--- src/rtl/multimode_ff_bank.sv ---
// Bank of WIDTH flip-flops sharing a D/T/JK/SR mode select,
// with sticky illegal-SR flags and a saturating change counter.
module multimode_ff_bank #(
  parameter int unsigned            WIDTH   = 8,
  parameter logic [WIDTH-1:0]       RST_VAL = '0,
  parameter int unsigned            CNT_W   = 8
) (
  input  logic             clk,
  input  logic             reset,
  input  logic             en,
  input  logic [1:0]       mode,
  input  logic [WIDTH-1:0] a,
  input  logic [WIDTH-1:0] b,
  input  logic             err_clr,
  output logic [WIDTH-1:0] Q,
  output logic [WIDTH-1:0] sr_err,
  output logic [CNT_W-1:0] chg_cnt,
  output logic             chg_sat
);

  localparam logic [1:0] M_D  = 2'b00;
  localparam logic [1:0] M_T  = 2'b01;
  localparam logic [1:0] M_JK = 2'b10;
  localparam logic [1:0] M_SR = 2'b11;

  logic [WIDTH-1:0] r_q;
  logic [WIDTH-1:0] r_err;
  logic [CNT_W-1:0] r_cnt;

  logic [WIDTH-1:0] w_q_nxt;
  logic [WIDTH-1:0] w_ill;
  logic [WIDTH-1:0] w_err_nxt;
  logic             w_chg;
  logic             w_sat;

  always_comb begin
    w_q_nxt = r_q;
    w_ill   = '0;
    for (int i = 0; i < WIDTH; i++) begin
      unique case (mode)
        M_D:  w_q_nxt[i] = a[i];
        M_T:  w_q_nxt[i] = r_q[i] ^ a[i];
        M_JK: begin
          unique case ({a[i], b[i]})
            2'b00:   w_q_nxt[i] = r_q[i];
            2'b01:   w_q_nxt[i] = 1'b0;
            2'b10:   w_q_nxt[i] = 1'b1;
            default: w_q_nxt[i] = ~r_q[i];
          endcase
        end
        default: begin
          unique case ({a[i], b[i]})
            2'b00:   w_q_nxt[i] = r_q[i];
            2'b01:   w_q_nxt[i] = 1'b0;
            2'b10:   w_q_nxt[i] = 1'b1;
            default: begin
              w_q_nxt[i] = r_q[i];
              w_ill[i]   = 1'b1;
            end
          endcase
        end
      endcase
    end
  end

  // A fresh illegal SR beats a simultaneous clear on its own channel
  always_comb begin
    w_err_nxt = err_clr ? '0 : r_err;
    if (en && mode == M_SR) begin
      w_err_nxt = w_err_nxt | w_ill;
    end
  end

  assign w_sat = &r_cnt;
  assign w_chg = en && (w_q_nxt != r_q);

  always_ff @(posedge clk) begin
    if (reset) begin
      r_q   <= RST_VAL;
      r_err <= '0;
      r_cnt <= '0;
    end else begin
      if (en) begin
        r_q <= w_q_nxt;
      end
      r_err <= w_err_nxt;
      if (w_chg && !w_sat) begin
        r_cnt <= r_cnt + 1'b1;
      end
    end
  end

  assign Q       = r_q;
  assign sr_err  = r_err;
  assign chg_cnt = r_cnt;
  assign chg_sat = w_sat;

endmodule
--- config.mk ---
export PLATFORM = sky130hd
export DESIGN_NAME = multimode_ff_bank
export DESIGN_NICKNAME = d
export VERILOG_FILES = /design/src/rtl/multimode_ff_bank.sv
export SDC_FILE = /design/constraint.sdc
export NUM_CORES = 1
export LEC_CHECK = 0
export ABC_AREA = 1
export CAP_MARGIN = 40
export CORE_ASPECT_RATIO = 0.7
export CORE_MARGIN = 10
export CORE_UTILIZATION = 53
export CTS_CLUSTER_DIAMETER = 200
export DETAILED_ROUTE_END_ITERATION = 8
export PLACE_DENSITY = 0.95
export SETUP_SLACK_MARGIN = 0.15
export SYNTH_ARGS = -nofsm -noshare
export SYNTH_HDL_FRONTEND = slang
export SYNTH_SLANG_ARGS = --single-unit
--- constraint.sdc ---
create_clock -name clk -period 4.5 [get_ports clk]
set_input_delay 0.9 -clock clk [delete_from_list [all_inputs] [get_ports clk]]
set_output_delay 0.9 -clock clk [all_outputs]
set_load 0.02 [all_outputs]
==> impl_metrics.sql, run 1 <==
INSERT INTO impl_metrics (metric_group, metric, value, unit) VALUES
('global_routing', 'grt_overflow_total', '0', ''),
('power', 'totalPowerFinal', '0.536', 'mW'),
('clock_tree', 'cts.repair.resized', '0', ''),
('die', 'die_area', '6270', 'µm²'),
('place', 'placement.setup.worst_slack', '1370', 'ps'),
('sta', 'worstMarginPinSlew', '619', 'ps'),
('critical_path', 'critPathCaptureType', 'output pin', ''),
('synth', 'post_synth_inst_count', '306', ''),
('die', 'starting_density', '57.0', '%'),
('power', 'powerDensity', '224', 'nW/µm²'),
('cells_and_area', 'fillers', '283', ''),
('detailed_routing', 'drt_iter0_drc', '175', ''),
('place', 'port_buffers', '46', ''),
('clock_tree', 'htree_num_levels', '1', ''),
('place', 'routabilityCongestion', '0.822', ''),
('outcome', 'outcome', 'complete, no violations', ''),
('critical_path', 'worst-path-buf-inv', '2', ''),
('critical_path', 'critPathLaunchType', 'flop', ''),
('power', 'switching_power', '0.181', 'mW'),
('clock_tree', 'cts.path.max_buffers', '2', ''),
('cells_and_area', 'layout_cell_share_with_drive_strength_beyond_1', '2.57', '%'),
('sta', 'slew_violations', '0', ''),
('synth', 'ys_seq_area_share', '26.1', '%'),
('synth', 'synth_largest_type_area_fraction', '26.1', '%'),
('synth', 'library_cells_used_by_synthesis', '18', ''),
('power', 'worst_vdd_drop', '0.182', 'mV'),
('die', 'fp.dieH', '69.3', 'µm'),
('clock_tree', 'worst_skew_pair.late_latency', '270', 'ps'),
('clock_tree', 'cts.clk_slew.worst_paths', '90', 'ps'),
('synth', 'post_synth_main_area_contributors', 'sky130_fd_sc_hd__dfxtp_1 (26%), sky130_fd_sc_hd__nand2_1 (21%), sky130_fd_sc_hd__ha_1 (12%)', ''),
('clock_tree', 'clock_tree.root_cell', 'sky130_fd_sc_hd__clkbuf_8', ''),
('cells_and_area', 'utilization_of_the_core_after_routing', '74.0', '%'),
('cells_and_area', 'n_antenna_cell', '0', ''),
('power', 'p_clk_share', '24.2', '%'),
('place', 'place.detailed.hpwl', '3860', 'µm'),
('detailed_routing', 'detailroute.via_count', '2045', ''),
('synth', 'yosys_warnings', '0', ''),
('synth', 'synthesis.nets', '345', ''),
('die', 'floorplan.io_pins', '47', ''),
('sta', 'maximum_frequency_from_static_timing_analysis', '312', 'MHz'),
('critical_path', 'series_of_cell_instances_along_the_critical_path', 'ha_1 -> nand2_1 -> nor2_1 -> nand3_1 -> nor2_1 -> nand2_1 -> inv_1 -> clkdlybuf4s50_1', ''),
('run', 'maxCapViolCount', '0', ''),
('critical_path', 'worst-endpoint-required', '3600', 'ps'),
('detailed_routing', 'first_pass_iters', '5', ''),
('die', 'placeableCoreArea', '3230', 'µm²'),
('critical_path', 'crit_fanout', '5', ''),
('power', 'leakage', '1.15', 'nW'),
('detailed_routing', 'remaining_drc_errors', '0', ''),
('cells_and_area', 'layout.nets', '391', ''),
('critical_path', 'critPathSlowestCell', 'sky130_fd_sc_hd__clkdlybuf4s50_1', ''),
('clock_tree', 'clock_sink_count', '24', ''),
('sta', 'clock-skew-final', '5.30', 'ps'),
('sta', 'timing.final.setup_violations', '0', ''),
('clock_tree', 'postCtsSetupRepairBufs', '0', ''),
('global_routing', 'grt_usage', '15.5', '%'),
('sta', 'slew_margin_rel', '58.6', '%'),
('clock_tree', 'tritoncts_clock_tree', 'built', ''),
('hold_path', 'min-delay-path-class', 'reg2reg', ''),
('critical_path', 'worst-setup-path-type', 'reg2out', ''),
('power', 'seq_power_share', '43.8', '%'),
('detailed_routing', 'wl_per_cell', '12.5', 'µm'),
('power', 'comb_power_share', '32.1', '%'),
('power', 'internal-power', '0.355', 'mW'),
('critical_path', 'critical_path_arrival', '2310', 'ps'),
('synth', 'syn-mean-instance-area', '6.02', 'µm²'),
('global_routing', 'number_of_antenna_violations_at_the_first_check_in_global_routing', '0', ''),
('detailed_routing', 'totalWireLength', '4980', 'µm'),
('critical_path', 'slowest_delay', '610', 'ps'),
('synth', 'syn_area', '1840', 'µm²'),
('synth', 'synth_area_leader_cell', 'sky130_fd_sc_hd__dfxtp_1', ''),
('sta', 'final.setup.worst_slack', '1290', 'ps');
## area by class of cell
type                            count  area (µm²)  area share, %
Tap cell                           47        58.8           2.46
Timing Repair Buffer               47         475           19.9
Sequential cell                    24         480           20.1
Inverter                           46         173           7.22
Clock buffer                        3        41.3           1.73
Multi-Input combinational cell    230        1160           48.6
## routing by layer
metal  track usage [%]  vias to the layer above  wire length (µm)
li1                  -                     1065                 -
met1              20.7                      876              2410
met2              23.6                       96              2100
met3              4.42                        8               416
met4              4.01                        0                51
met5                 0                        -                 0
## power by group through the flow
stage          clock [mW]  sequential, mW  combinational, mW
2_1_floorplan           0           0.249             0.0921
3_3_place_gp            0           0.239              0.163
3_5_place_dp            0           0.239              0.170
4_1_cts             0.134           0.234              0.171
5_1_grt             0.140           0.237              0.194
6_report            0.130           0.235              0.172
## final timing paths
| path | start | endpoint | slack [ps] | cells after the start |
|---|---|---|---|---|
| worst min register to register | sr_err[6] | sr_err[6] | 470 | 2 |
| worst min-delay path | sr_err[6] | sr_err[6] | 470 | 2 |
| worst max-delay path | chg_cnt[0] | chg_sat | 1290 | 8 |
| worst max register to register | chg_cnt[0] | chg_cnt[7] | 2670 | 12 |
## worst register-to-register path, cell delays in order, from the launching register on
cell and delay, ps:
sky130_fd_sc_hd__dfxtp_1 380, sky130_fd_sc_hd__ha_1 200, sky130_fd_sc_hd__nand2_1 70, sky130_fd_sc_hd__nor2_1 170, sky130_fd_sc_hd__nand3_1 120, sky130_fd_sc_hd__nor2_1 170, sky130_fd_sc_hd__nand2_1 190, sky130_fd_sc_hd__nand2_1 130
sky130_fd_sc_hd__nor3_1 60, sky130_fd_sc_hd__nand3_1 80, sky130_fd_sc_hd__nand2_1 50, sky130_fd_sc_hd__nand2_1 60, sky130_fd_sc_hd__nor2_1 40
## stage by stage
| step | instance area [µm²] | instances | hold slack, ps |
|---|---|---|---|
| global placement | 2340 | 393 | 451 |
| CTS | 2390 | 397 | 469 |
| detailed placement | 2350 | 394 | 456 |
| global route | 2390 | 397 | 493 |
| floorplan | 1840 | 306 | 543 |
| finish | 2390 | 397 | 465 |
## cells by family after synthesis
kind of cell,after synthesis,synth area share [%]
AND/OR/NAND/NOR,171,39.8
AO/OA/AOI/OAI,40,10.9
flip-flops,24,26.1
XOR/XNOR,2,0.951
buffers and inverters,52,10.7
adder cells (fa/ha/maj),17,11.5
## sequential cells by signal, summed over array words and instances (netlist names)
register and flops:
sr_err 8, chg_cnt 8, Q 8
## synth_stat cells, drive strengths merged
| cell | instances |
|---|---|
| dfxtp | 24 |
| or2 | 1 |
| o21ai | 16 |
| clkbuf | 4 |
| nor3 | 2 |
| xnor2 | 1 |
| inv | 46 |
| nand2 | 104 |
| xor2 | 1 |
| ha | 17 |
| nand3 | 39 |
| nand4 | 5 |
| nor2 | 20 |
| a21oi | 24 |
| buf | 2 |
No activity file was read; power rests on OpenSTA's default activity.
==> inputs of run 2 (changes only) <==
--- a/config.mk
+++ b/config.mk
@@ -9,10 +9,10 @@
 export CAP_MARGIN = 40
 export CORE_ASPECT_RATIO = 0.7
 export CORE_MARGIN = 10
-export CORE_UTILIZATION = 53
+export CORE_UTILIZATION = 44
 export CTS_CLUSTER_DIAMETER = 200
 export DETAILED_ROUTE_END_ITERATION = 8
-export PLACE_DENSITY = 0.95
+export PLACE_DENSITY = 0.85
 export SETUP_SLACK_MARGIN = 0.15
 export SYNTH_ARGS = -nofsm -noshare
 export SYNTH_HDL_FRONTEND = slang
==> constraint.sdc (replaced) <==
create_clock -name clk -period 2.65 [get_ports clk]
set_input_delay 0.53 -clock clk [delete_from_list [all_inputs] [get_ports clk]]
set_output_delay 0.53 -clock clk [all_outputs]
set_load 0.02 [all_outputs]
==> run 2 against run 1 <==
First-iteration DRC count down 23%. Die area is 15% higher. Cell count rose by 2.8%. Setup slack lost 910 ps. Critical endpoint is now chg_cnt[6]. Cell area is 2.7% higher. Critical path type is now in2reg.
==> impl_metrics.sql, run 2 (same netlist as run 1, synthesis figures left out) <==
INSERT INTO impl_metrics (metric_group, metric, value, unit) VALUES
('outcome', 'outcome', 'complete, no violations', ''),
('power', 'p_clk_share', '32.3', '%'),
('place', 'placement.setup.worst_slack', '20.5', 'ps'),
('sta', 'timing.final.setup_violations', '0', ''),
('clock_tree', 'postCtsSetupRepairBufs', '0', ''),
('clock_tree', 'clock_sink_count', '24', ''),
('detailed_routing', 'route.antenna.remaining_nets', '0', ''),
('die', 'starting_density', '46.4', '%'),
('critical_path', 'rrSetupSlack', '820', 'ps'),
('cells_and_area', 'layout.cells.most_common', 'sky130_fd_sc_hd__nand2_1', ''),
('sta', 'worstMarginPinSlew', '468', 'ps'),
('cells_and_area', 'instances_no_fill', '408', ''),
('detailed_routing', 'route.detailed.vias_per_inst', '4.94', ''),
('global_routing', 'grt_overflow_total', '0', ''),
('sta', 'slew_margin_rel', '68.8', '%'),
('die', 'die_area', '7220', 'µm²'),
('critical_path', 'critPathCaptureType', 'flop', ''),
('global_routing', 'grt_pass1_vias', '1938', ''),
('sta', 'maximum_frequency_from_static_timing_analysis', '441', 'MHz'),
('die', 'core.rowCount', '19', ''),
('place', 'place.detailed.hpwl', '3870', 'µm'),
('cells_and_area', 'layout_common_cells', 'sky130_fd_sc_hd__nand2_1 (103), sky130_fd_sc_hd__inv_1 (46), sky130_fd_sc_hd__clkdlybuf4s50_1 (45)', ''),
('sta', 'final_hold_vio_count', '0', ''),
('detailed_routing', 'detailroute.via_count', '2015', ''),
('critical_path', 'worst-setup-path-type', 'in2reg', ''),
('die', 'die_width', '97.3', 'µm'),
('detailed_routing', 'remaining_drc_errors', '0', ''),
('global_routing', 'grt_usage', '13.8', '%'),
('sta', 'hold-worst-slack', '467', 'ps'),
('power', 'switching_power', '0.318', 'mW'),
('place', 'port_buffers', '46', ''),
('cells_and_area', 'n_antenna_cell', '0', ''),
('power', 'comb_power_share', '28.8', '%'),
('power', 'seq_power_share', '38.9', '%'),
('clock_tree', 'cts.clk_slew.worst_paths', '90', 'ps'),
('place', 'placedCellCount', '404', ''),
('detailed_routing', 'totalWireLength', '4950', 'µm'),
('global_routing', 'pin_count_of_the_biggest_net_entering_global_routing', '27', ''),
('power', 'leakage', '1.19', 'nW'),
('cells_and_area', 'layout.nets', '396', ''),
('place', 'routabilityCongestion', '0.894', ''),
('power', 'power.share.switching', '31.0', '%'),
('detailed_routing', 'drt_iter0_drc', '135', ''),
('clock_tree', 'clock_tree.root_cell', 'sky130_fd_sc_hd__clkbuf_8', ''),
('power', 'internal-power', '0.706', 'mW'),
('cells_and_area', 'utilization_of_the_core_after_routing', '61.9', '%'),
('cells_and_area', 'area_growth_syn_to_layout', '33.4', '%'),
('global_routing', 'number_of_antenna_violations_at_the_first_check_in_global_routing', '0', ''),
('die', 'floorplan.io_pins', '47', ''),
('cells_and_area', 'layout_cell_share_with_drive_strength_beyond_1', '4.78', '%'),
('critical_path', 'critPathLaunchType', 'input pin', ''),
('power', 'powerDensity', '417', 'nW/µm²'),
('run', 'maxCapViolCount', '0', ''),
('critical_path', 'crit_fanout', '10', ''),
('sta', 'part_of_the_cycle_the_worst_path_needs', '85.7', '%'),
('sta', 'final.setup.worst_slack', '380', 'ps'),
('power', 'worst_vdd_drop', '0.227', 'mV'),
('die', 'fp.dieH', '74.1', 'µm'),
('sta', 'rsz0062_at_grt', 'yes', ''),
('sta', 'final.setup.tns', '0', 'ps'),
('sta', 'clock-skew-final', '3.78', 'ps'),
('sta', 'slew_violations', '0', ''),
('critical_path', 'worst-endpoint-required', '2830', 'ps'),
('clock_tree', 'htree_num_levels', '1', ''),
('critical_path', 'critical_path_arrival', '2450', 'ps'),
('clock_tree', 'cts.path.max_buffers', '2', ''),
('die', 'placeableCoreArea', '3970', 'µm²'),
('clock_tree', 'worst_skew_pair.late_latency', '280', 'ps'),
('hold_path', 'min-delay-path-class', 'reg2reg', ''),
('sta', 'period_minus_slack', '2270', 'ps'),
('clock_tree', 'tritoncts_clock_tree', 'built', ''),
('cells_and_area', 'fillers', '350', ''),
('clock_tree', 'cts_made_buffers', '3', ''),
('global_routing', 'grt_first_pass_wirelength', '8560', 'µm'),
('detailed_routing', 'wl_per_cell', '12.1', 'µm'),
('detailed_routing', 'first_pass_iters', '4', '');
run 2: cell types whose count changed in the layout (fill, tap and decap cells not counted):
| cell | change |
|---|---|
| sky130_fd_sc_hd__clkbuf_2 | +1 |
| sky130_fd_sc_hd__buf_4 | +6 |
| sky130_fd_sc_hd__bufinv_16 | +1 |
| sky130_fd_sc_hd__buf_8 | -1 |
| sky130_fd_sc_hd__clkdlybuf4s50_1 | -1 |
| sky130_fd_sc_hd__nor2_1 | -1 |
| sky130_fd_sc_hd__nor2_2 | +1 |
run 2: worst paths after layout:
kind                                  from          to  depth (start not counted)
worst min-delay path             sr_err[5]   sr_err[5]                          2
worst min register to register   sr_err[5]   sr_err[5]                          2
worst max register to register  chg_cnt[0]  chg_cnt[7]                         13
worst max-delay path                  b[7]  chg_cnt[6]                         15
run 2: repair_timing:
action / in CTS / in global routing
endpoints found under the setup margin: 1 / 9
hold endpoints to repair: 0 / 0
hold buffers: 0 / 0
resized for setup: 1 / 3
run 2: metal layers:
metal	track usage (%)	up-vias	wire length (µm)
li1	-	1070	-
met1	17.0	874	2370
met2	23.7	66	2180
met3	3.61	5	345
met4	3.54	0	53
met5	0	-	0
run 2: worst max-delay path: stages:
cell and delay (ps):
sky130_fd_sc_hd__clkdlybuf4s50_1 510, sky130_fd_sc_hd__inv_1 60, sky130_fd_sc_hd__ha_1 280, sky130_fd_sc_hd__o21ai_0 200
sky130_fd_sc_hd__nand2_1 100, sky130_fd_sc_hd__nand2_1 90, sky130_fd_sc_hd__nand2_1 50, sky130_fd_sc_hd__nand2_1 70
sky130_fd_sc_hd__inv_1 40, sky130_fd_sc_hd__nand2_1 60, sky130_fd_sc_hd__nor2_2 50, sky130_fd_sc_hd__nand2_4 110
sky130_fd_sc_hd__nand3_4 120, sky130_fd_sc_hd__nor2_1 130, sky130_fd_sc_hd__nor2_1 60
run 2: power groups by stage:
stage,registers [mW],logic [mW],clock network (mW)
2_1_floorplan,0.423,0.156,0
3_3_place_gp,0.406,0.284,0
3_5_place_dp,0.407,0.292,0
4_1_cts,0.398,0.295,0.337
5_1_grt,0.402,0.336,0.349
6_report,0.399,0.295,0.331
run 2: metrics by stage:
stage | cell area [µm²] | power, mW
floorplan | 1840 | 0.580
global route | 2460 | 1.09
finish | 2460 | 1.02
detailed placement | 2390 | 0.699
CTS | 2460 | 1.03
global placement | 2390 | 0.690
run 2: cell type report:
type	count	area [µm²]	share of cell area, %
Inverter	46	173	7.03
Multi-Input combinational cell	230	1170	47.5
Clock inverter	1	30.0	1.22
Clock buffer	3	41.3	1.68
Sequential cell	24	480	19.6
Tap cell	52	65.1	2.65
Timing Repair Buffer	52	500	20.4
==> inputs of run 3 (changes only) <==
--- a/config.mk
+++ b/config.mk
@@ -12,7 +12,7 @@
 export CORE_UTILIZATION = 44
 export CTS_CLUSTER_DIAMETER = 200
 export DETAILED_ROUTE_END_ITERATION = 8
-export PLACE_DENSITY = 0.85
+export PLACE_DENSITY = 0.76
 export SETUP_SLACK_MARGIN = 0.15
 export SYNTH_ARGS = -nofsm -noshare
 export SYNTH_HDL_FRONTEND = slang
==> run 3 against run 2 <==
Routed wire length rose by 0.24%. Register-to-register slack barely moved. Highest routed layer unchanged. Clock skew rose by 4.1 ps. Via count fell by 1.2%. Sequential cell count did not move. Die area did not move. Combinational power barely moved.
==> impl_metrics.sql, run 3 (same netlist as run 1, synthesis figures left out) <==
INSERT INTO impl_metrics (metric_group, metric, value, unit) VALUES
('run', 'maxCapViolCount', '0', ''),
('clock_tree', 'postCtsSetupRepairBufs', '0', ''),
('clock_tree', 'worst_skew_pair.late_latency', '270', 'ps'),
('power', 'leakage', '1.20', 'nW'),
('detailed_routing', 'detailroute.via_count', '1990', ''),
('place', 'routabilityCongestion', '0.807', ''),
('cells_and_area', 'layout_common_cells', 'sky130_fd_sc_hd__nand2_1 (102), sky130_fd_sc_hd__inv_1 (46), sky130_fd_sc_hd__clkdlybuf4s50_1 (43)', ''),
('cells_and_area', 'multiInputGateArea', '1170', 'µm²'),
('sta', 'worstMarginPinSlew', '459', 'ps'),
('sta', 'maximum_frequency_from_static_timing_analysis', '441', 'MHz'),
('cells_and_area', 'fillers', '382', ''),
('critical_path', 'worst-setup-path-type', 'in2reg', ''),
('die', 'die_area', '7220', 'µm²'),
('hold_path', 'min_to', 'sr_err[3]', ''),
('sta', 'final_hold_vio_count', '0', ''),
('die', 'fp.dieH', '74.1', 'µm'),
('hold_path', 'min-delay-path-class', 'reg2reg', ''),
('global_routing', 'number_of_antenna_violations_at_the_first_check_in_global_routing', '0', ''),
('die', 'die_width', '97.3', 'µm'),
('critical_path', 'critical_path_arrival', '2450', 'ps'),
('cells_and_area', 'layout.nets', '396', ''),
('critical_path', 'reg2reg_capture_point', 'chg_cnt[7]', ''),
('critical_path', 'crit_fanout', '10', ''),
('die', 'placeableCoreArea', '3970', 'µm²'),
('power', 'worst_vdd_drop', '0.213', 'mV'),
('clock_tree', 'cts_made_buffers', '3', ''),
('die', 'floorplan.io_pins', '47', ''),
('critical_path', 'beginning_of_the_worst_register_to_register_path', 'chg_cnt[0]', ''),
('cells_and_area', 'area_growth_syn_to_layout', '32.8', '%'),
('place', 'port_buffers', '46', ''),
('detailed_routing', 'wl_per_cell', '12.2', 'µm'),
('global_routing', 'grt_overflow_total', '0', ''),
('die', 'core.rowCount', '19', ''),
('hold_path', 'min_path_cells', '2', ''),
('global_routing', 'grt_first_pass_wirelength', '8410', 'µm'),
('sta', 'slew_violations', '0', ''),
('sta', 'period_minus_slack', '2270', 'ps'),
('clock_tree', 'tritoncts_clock_tree', 'built', ''),
('clock_tree', 'cts.clk_slew.worst_paths', '90', 'ps'),
('power', 'totalPowerFinal', '0.915', 'mW'),
('cells_and_area', 'n_antenna_cell', '0', ''),
('detailed_routing', 'totalWireLength', '4960', 'µm'),
('clock_tree', 'clock_tree.root_cell', 'sky130_fd_sc_hd__clkbuf_8', ''),
('clock_tree', 'htree_num_levels', '1', ''),
('critical_path', 'worst-endpoint-required', '2830', 'ps'),
('place', 'place.detailed.hpwl', '3960', 'µm'),
('sta', 'hold-worst-slack', '467', 'ps'),
('detailed_routing', 'route.detailed.vias_per_inst', '4.89', ''),
('global_routing', 'pin_count_of_the_biggest_net_entering_global_routing', '27', ''),
('sta', 'final.setup.tns', '0', 'ps'),
('global_routing', 'grt_pass1_vias', '1846', ''),
('power', 'powerDensity', '374', 'nW/µm²'),
('sta', 'slew_margin_rel', '69.3', '%'),
('critical_path', 'rrSetupSlack', '820', 'ps'),
('sta', 'clock-skew-final', '7.93', 'ps'),
('sta', 'timing.final.setup_violations', '0', ''),
('cells_and_area', 'register_cell_area_after_layout', '480', 'µm²'),
('critical_path', 'critPathLaunchType', 'input pin', ''),
('detailed_routing', 'remaining_drc_errors', '0', ''),
('detailed_routing', 'first_pass_iters', '4', ''),
('critical_path', 'worstRegToRegCells', '13', ''),
('cells_and_area', 'utilization_of_the_core_after_routing', '61.6', '%'),
('die', 'starting_density', '46.4', '%'),
('sta', 'part_of_the_cycle_the_worst_path_needs', '85.6', '%'),
('clock_tree', 'cts.path.max_buffers', '2', ''),
('sta', 'rsz0062_at_grt', 'yes', ''),
('detailed_routing', 'drt_iter0_drc', '103', ''),
('outcome', 'outcome', 'complete, no violations', ''),
('cells_and_area', 'layout.cells.most_common', 'sky130_fd_sc_hd__nand2_1', ''),
('cells_and_area', 'layout_cell_share_with_drive_strength_beyond_1', '4.79', '%'),
('hold_path', 'hold_path_startpoint', 'sr_err[3]', ''),
('detailed_routing', 'route.antenna.remaining_nets', '0', ''),
('global_routing', 'grt_usage', '13.6', '%'),
('clock_tree', 'clock_sink_count', '24', ''),
('critical_path', 'critPathCaptureType', 'flop', '');
==> run 3: area by class of cell <==
class,count,share of cell area (%)
inverters,46,7.06
well taps,52,2.66
flip-flops and latches,24,19.6
clock buffers,3,1.69
multi-input cells,230,47.8
repair buffers,52,21.2
==> run 3: metal layers <==
metal	share of wire [%]	wire length [µm]	track usage, %	vias up
li1	-	-	-	1071
met2	43	2120	22.2	61
met1	49	2420	17.7	854
met4	1.2	62	3.86	0
met5	0	0	0	-
met3	7.2	357	3.33	4
==> run 3: what timing repair did <==
| action | 4_1_cts | 5_1_grt |
|---|---|---|
| hold buffers | 0 | 0 |
| endpoints found under the setup margin | 1 | 9 |
| gates resized for setup | 1 | 7 |
| hold endpoints to repair | 0 | 0 |
==> run 3: stage by stage <==
| step | setup WS [ps] | area [µm²] | instances |
|---|---|---|---|
| finish | 380 | 2450 | 407 |
| global placement | 73.7 | 2400 | 404 |
| detailed placement | -11.0 | 2400 | 404 |
| global route | 136 | 2450 | 407 |
| floorplan | 680 | 1840 | 306 |
| CTS | 242 | 2440 | 407 |
==> run 3: how the worst max path moves through the flow <==
stage	cells past startpoint	endpoint	startpoint	slack, ps
finish	14	chg_cnt[1]	a[1]	380
global route	14	chg_cnt[6]	a[5]	140
CTS	8	chg_sat	chg_cnt[0]	240
detailed placement	15	chg_cnt[1]	mode[1]	-10
global placement	13	chg_cnt[6]	mode[0]	70
floorplan	7	chg_sat	chg_cnt[1]	680
==> run 3: power breakdown <==
group / internal (mW) / total [mW] / switching (mW)
Combinational: 0.129 / 0.296 / 0.168
Clock: 0.102 / 0.219 / 0.117
Sequential: 0.377 / 0.399 / 0.0221
==> run 3: worst max-delay path, cell delays in order <==
cell	delay, ps
sky130_fd_sc_hd__clkdlybuf4s50_1	490
sky130_fd_sc_hd__ha_1	340
sky130_fd_sc_hd__o21ai_0	160
sky130_fd_sc_hd__nand2_1	90
sky130_fd_sc_hd__nand2_1	90
sky130_fd_sc_hd__nand2_1	60
sky130_fd_sc_hd__nand2_1	50
sky130_fd_sc_hd__nand2_1	70
sky130_fd_sc_hd__nor2_2	160
sky130_fd_sc_hd__nand2_4	110
sky130_fd_sc_hd__nand3_4	110
sky130_fd_sc_hd__nand2_1	60
sky130_fd_sc_hd__nand2_1	60
sky130_fd_sc_hd__nor2_1	40
